### config.mk
export PLATFORM = sky130hd
export DESIGN_NAME = hazard_ctrl
export DESIGN_NICKNAME = d
export VERILOG_FILES = /design/src/rtl/hazard_ctrl.sv
export SDC_FILE = /design/constraint.sdc
export NUM_CORES = 1
export LEC_CHECK = 0
export BUFFER_PORTS_ARGS = -buffer_cell sky130_fd_sc_hd__clkbuf_2
export CAP_MARGIN = 30
export CORE_ASPECT_RATIO = 1.25
export CORE_UTILIZATION = 47
export DETAILED_ROUTE_END_ITERATION = 7
export PLACE_DENSITY = 0.7
export SYNTH_ARGS = -nofsm -noshare
export SYNTH_HDL_FRONTEND = slang
export SYNTH_SLANG_ARGS = --single-unit
### constraint.sdc
create_clock -name clk_i -period 2.3 [get_ports clk_i]
set_input_delay 0.345 -clock clk_i [delete_from_list [all_inputs] [get_ports clk_i]]
set_output_delay 0.345 -clock clk_i [all_outputs]
set_load 0.01 [all_outputs]
### src/rtl/hazard_ctrl.sv
`default_nettype none
// ============================================================================
// Module   : hazard_ctrl
// Brief    : Pipeline hazard controller. It handles data-memory freeze,
//            branch flush and load-use stall, and keeps statistics counters.
// Revision : 1.0 - initial release
// ============================================================================
module hazard_ctrl #(
    parameter int CNT_W   = 16,
    parameter int TIMEOUT = 64
) (
    input  logic             clk_i,
    input  logic             rst_i,
    input  logic [4:0]       IF_ID_RS_addr_i,
    input  logic [4:0]       IF_ID_RT_addr_i,
    input  logic [4:0]       ID_EX_RT_addr_i,
    input  logic             ID_EX_MemRead_i,
    input  logic             Branch_taken_i,
    input  logic             DMem_req_i,
    input  logic             DMem_ready_i,
    output logic             PC_Write_o,
    output logic             IF_ID_Write_o,
    output logic             IF_ID_Flush_o,
    output logic             ID_EX_Flush_o,
    output logic             EX_MEM_Flush_o,
    output logic             Freeze_o,
    output logic [CNT_W-1:0] Stall_cnt_o,
    output logic [CNT_W-1:0] Flush_cnt_o,
    output logic             Mem_timeout_o
);

    localparam int WAIT_W = (TIMEOUT < 1) ? 1 : $clog2(TIMEOUT + 1);
    localparam logic [WAIT_W-1:0] C_WAIT_MAX = WAIT_W'(TIMEOUT);

    typedef enum logic [0:0] {
        RUN      = 1'b0,
        MEM_WAIT = 1'b1
    } state_t;

    state_t              state_q, state_d;
    logic [WAIT_W-1:0]   wait_cnt_q, wait_cnt_d;
    logic [CNT_W-1:0]    stall_cnt_q, stall_cnt_d;
    logic [CNT_W-1:0]    flush_cnt_q, flush_cnt_d;
    logic                timeout_q, timeout_d;

    logic                mem_stall;
    logic                load_use;
    logic                branch_flush;
    logic                load_stall;

    always_comb begin : comb_hazard
        mem_stall    = DMem_req_i & ~DMem_ready_i;
        load_use     = ID_EX_MemRead_i & (ID_EX_RT_addr_i != 5'd0) &
                       ((ID_EX_RT_addr_i == IF_ID_RS_addr_i) |
                        (ID_EX_RT_addr_i == IF_ID_RT_addr_i));
        // Freeze masks everything; a held branch simply fires once unfrozen.
        branch_flush = Branch_taken_i & ~mem_stall;
        load_stall   = load_use & ~mem_stall & ~Branch_taken_i;
    end

    always_comb begin : comb_outputs
        Freeze_o       = mem_stall;
        PC_Write_o     = ~mem_stall & ~load_stall;
        IF_ID_Write_o  = ~mem_stall & ~load_stall;
        IF_ID_Flush_o  = branch_flush;
        ID_EX_Flush_o  = branch_flush | load_stall;
        EX_MEM_Flush_o = branch_flush;
        Stall_cnt_o    = stall_cnt_q;
        Flush_cnt_o    = flush_cnt_q;
        Mem_timeout_o  = timeout_q;
    end

    always_comb begin : comb_fsm
        state_d    = state_q;
        wait_cnt_d = wait_cnt_q;
        case (state_q)
            RUN: begin
                if (mem_stall) begin
                    state_d    = MEM_WAIT;
                    wait_cnt_d = '0;
                end
            end
            MEM_WAIT: begin
                if (DMem_ready_i) begin
                    state_d = RUN;
                end else if (wait_cnt_q != C_WAIT_MAX) begin
                    // Saturating at the threshold keeps the compare exact.
                    wait_cnt_d = wait_cnt_q + WAIT_W'(1);
                end
            end
            default: begin
                state_d = RUN;
            end
        endcase
    end

    always_comb begin : comb_counters
        stall_cnt_d = stall_cnt_q;
        flush_cnt_d = flush_cnt_q;
        timeout_d   = timeout_q | (wait_cnt_q == C_WAIT_MAX);
        if ((mem_stall | load_stall) && (stall_cnt_q != '1)) begin
            stall_cnt_d = stall_cnt_q + CNT_W'(1);
        end
        if (branch_flush && (flush_cnt_q != '1)) begin
            flush_cnt_d = flush_cnt_q + CNT_W'(1);
        end
    end

    always_ff @(posedge clk_i) begin : seq_regs
        if (!rst_i) begin
            state_q     <= RUN;
            wait_cnt_q  <= '0;
            stall_cnt_q <= '0;
            flush_cnt_q <= '0;
            timeout_q   <= 1'b0;
        end else begin
            state_q     <= state_d;
            wait_cnt_q  <= wait_cnt_d;
            stall_cnt_q <= stall_cnt_d;
            flush_cnt_q <= flush_cnt_d;
            timeout_q   <= timeout_d;
        end
    end

endmodule
`default_nettype wire

==> results.md <==
* Depth of the worst register-to-register path at 6
* CP max-delay cell: or4b_1
* Clock transition at path regs at 80 ps
* Synthesized instance count at 250
* Tightest Pin Transition at 617 ps
* Area taken by multi-input logic gates at 1210 um^2
* Worst Skew at 7.03 ps
* Initial DRC count at 92
* Fillers at 392
* Mean Syn Cell Area at 8.40 um^2
* Pleak at 0.000997 uW
* Crit path max-delay family: simple AND/OR/NAND/NOR gates
* Post-synth EDFFs at 0
* All-Layer GR Usage at 21.1%
* Worst EP arrival at 2170 ps
* Antenna Nets Post-Route at 0
* Ys flop type: dfxtp_1
* Number of cells on the critical path at 6
* WP buf/inv at 0
* DR WL/cell at 12.5 um
* Hold Vio Cnt, Final at 0
* DR vias at 2038
* Vias in the first global route at 1790
* Setup TNS Final at 0 ps
* Post-CTS setup buffer count at 0
* Clk_lat worst skew at 300 ps
* Post-DP HPWL at 3.51 mm
* Mapped Area at 2100 um^2
* Clock Root Buffer: clkbuf_8
* Clock buffer depth at 2
* Inserted Diodes at 0
* Worst Hold Class: in -> reg
* Starting density of the core at 50.0%
* RD Place Congestion at 0.770
* Seq/Total Area, Yosys at 39.1%
* Yosys top cell area share at 39.1%
* Unrepaired setup endpoints after global routing: false
* First-pass GRT wire length at 7.68 mm
* H-tree Lvls at 2
* CP Data Required Time at 2460 ps
* Die H at 76.7 um
* Part of the cycle the worst path needs at 87.5%
* Crit path capture type: register
* Post-synth cell types at 41
* Peak Freq at 497 MHz
* CTS Sinks at 41
* FP Rows at 26
* TritonCTS clock tree: yes
* Core box area at 4200 um^2
* Yosys warns at 0
* Hold depth at 2
* Layout cell share with drive strength beyond 1 at 24.8%
* Outcome: finished clean
* DRC Markers at 0
* Drt pass-1 iters at 4
* CP peak stage delay at 590 ps
* Slew Viols, Final at 0
* Gates resized, CTS repair at 0
* Critical path class: reg -> reg
* Area delta synth->final at 22.6%
* Syn_nets at 275
* Slew headroom at 58.8%
* PwrDens at 563 nW/um^2
* WHS at 228 ps
* Register Area at 821 um^2
* Largest net degree at the start of global routing at 21
* Vias per cell at 5.49
* Most used cell, CP: nand4_1
* Final min period at 2010 ps
* Hold_buf cts at 0
* TritonCTS Buffers at 5
* Final setup violation count at 0
* Die Area at 4740 um^2
* Grt ovf at 0
* Synth async-reset ratio at 0%
* CP cell instances: nand4_1, or4b_1, a31oi_1, nand4_1, xor2_1, nor2_1
* Drt total wl at 4.62 mm
* Startpoint types: register
* CP Max Fanout at 5
* Synth top area cells: dfxtp_1 39%, xnor2_1 6.3%, nor2_1 5.5%
* Initial antenna violation count at 0
* Max cap viols at 0
* Input/output buffers at 59
* Peak supply drop at 0.350 mV
* IO Count at 60
* Yosys top cell by area: dfxtp_1
* Chip width at 61.8 um
* Post-synth top cells: 41 x dfxtp_1, 31 x nor2_1, 23 x nand2_1
* Most common cell in the netlist: dfxtp_1
* # nets final at 339
* Flops & latches, synth at 41
==> stage by stage <==
stage | total power (uW) | setup slack [ps] | util [%] | cell area (um^2) | instances
2_1_floorplan | 818 | 369 | - | 2100 | 250
3_3_place_gp | 867 | 244 | 58.6 | 2460 | 363
3_5_place_dp | 869 | 170 | 58.6 | 2460 | 363
4_1_cts | 1470 | 320 | 61.3 | 2570 | 371
5_1_grt | 1510 | 113 | 61.3 | 2570 | 371
6_report | 1450 | 288 | 61.3 | 2570 | 371
==> flip-flops by register name (all words and copies together) (netlist names) <==
signal         flops
Stall_cnt_o       16
Flush_cnt_o       16
state_q            1
wait_cnt_q         7
Mem_timeout_o      1
==> path summary, 6_finish.rpt <==
kind / start / endpoint / slack, ps
worst max register to register: Flush_cnt_o[2]$_SDFFE_PN0P_ / Flush_cnt_o[9]$_SDFFE_PN0P_ / 290
worst min register to register: Mem_timeout_o$_SDFF_PN0_ / Mem_timeout_o$_SDFF_PN0_ / 470
worst max-delay path: Flush_cnt_o[2]$_SDFFE_PN0P_ / Flush_cnt_o[9]$_SDFFE_PN0P_ / 290
worst min-delay path: DMem_ready_i / state_q$_SDFF_PN0_ / 230
==> layout by cell type (no fill, tap or decap), drive strengths merged, types with 3 or more instances in the layout <==
cell    netlist  routed
a21oi        17      17
a31oi         4       4
and4          3       3
buf           4       5
clkbuf        3      66
dfxtp        41      41
ha            4       4
inv           5       5
nand2        23      23
nand3        12      12
nand4        13      13
nor2         31      31
nor3          4       4
nor4b         3       3
o21ai        14      14
o31ai         5       5
or3          10      10
or4           7       7
xnor2        15      15
xor2         12      12
==> cell families (layout without fill, tap and decap cells) <==
| group | Yosys count | in the layout | share of synthesized area (%) |
|---|---|---|---|
| mux | 1 | 1 | 0.536 |
| xor+xnor | 27 | 27 | 11.3 |
| flops | 41 | 41 | 39.1 |
| fa+ha+maj | 4 | 4 | 2.38 |
| simple gates | 118 | 118 | 30.2 |
| buf+inv | 12 | 77 | 3.04 |
| compound gates | 47 | 47 | 13.5 |
==> routing by layer <==
layer	share of wire, %	track usage [%]	wire [um]
met4	2.2	8.00	102
met3	4.5	5.90	207
met2	51	35.1	2350
met5	0	0	0
met1	42	24.8	1960
==> area by class of cell <==
cell class | count | area share, %
well taps | 56 | 2.72
inverters | 5 | 0.729
clock inverters | 1 | 1.17
flip-flops and latches | 41 | 31.9
multi-input cells | 197 | 47.2
clock buffers | 7 | 3.35
repair buffers | 64 | 12.9
==> power breakdown <==
| part | switching, uW | leakage [uW] | internal, uW |
|---|---|---|---|
| logic | 69.3 | 0.000608 | 54.6 |
| clock network | 245 | 0.0000585 | 354 |
| registers | 10.6 | 0.000331 | 717 |
No activity file was read; power rests on OpenSTA's default activity.
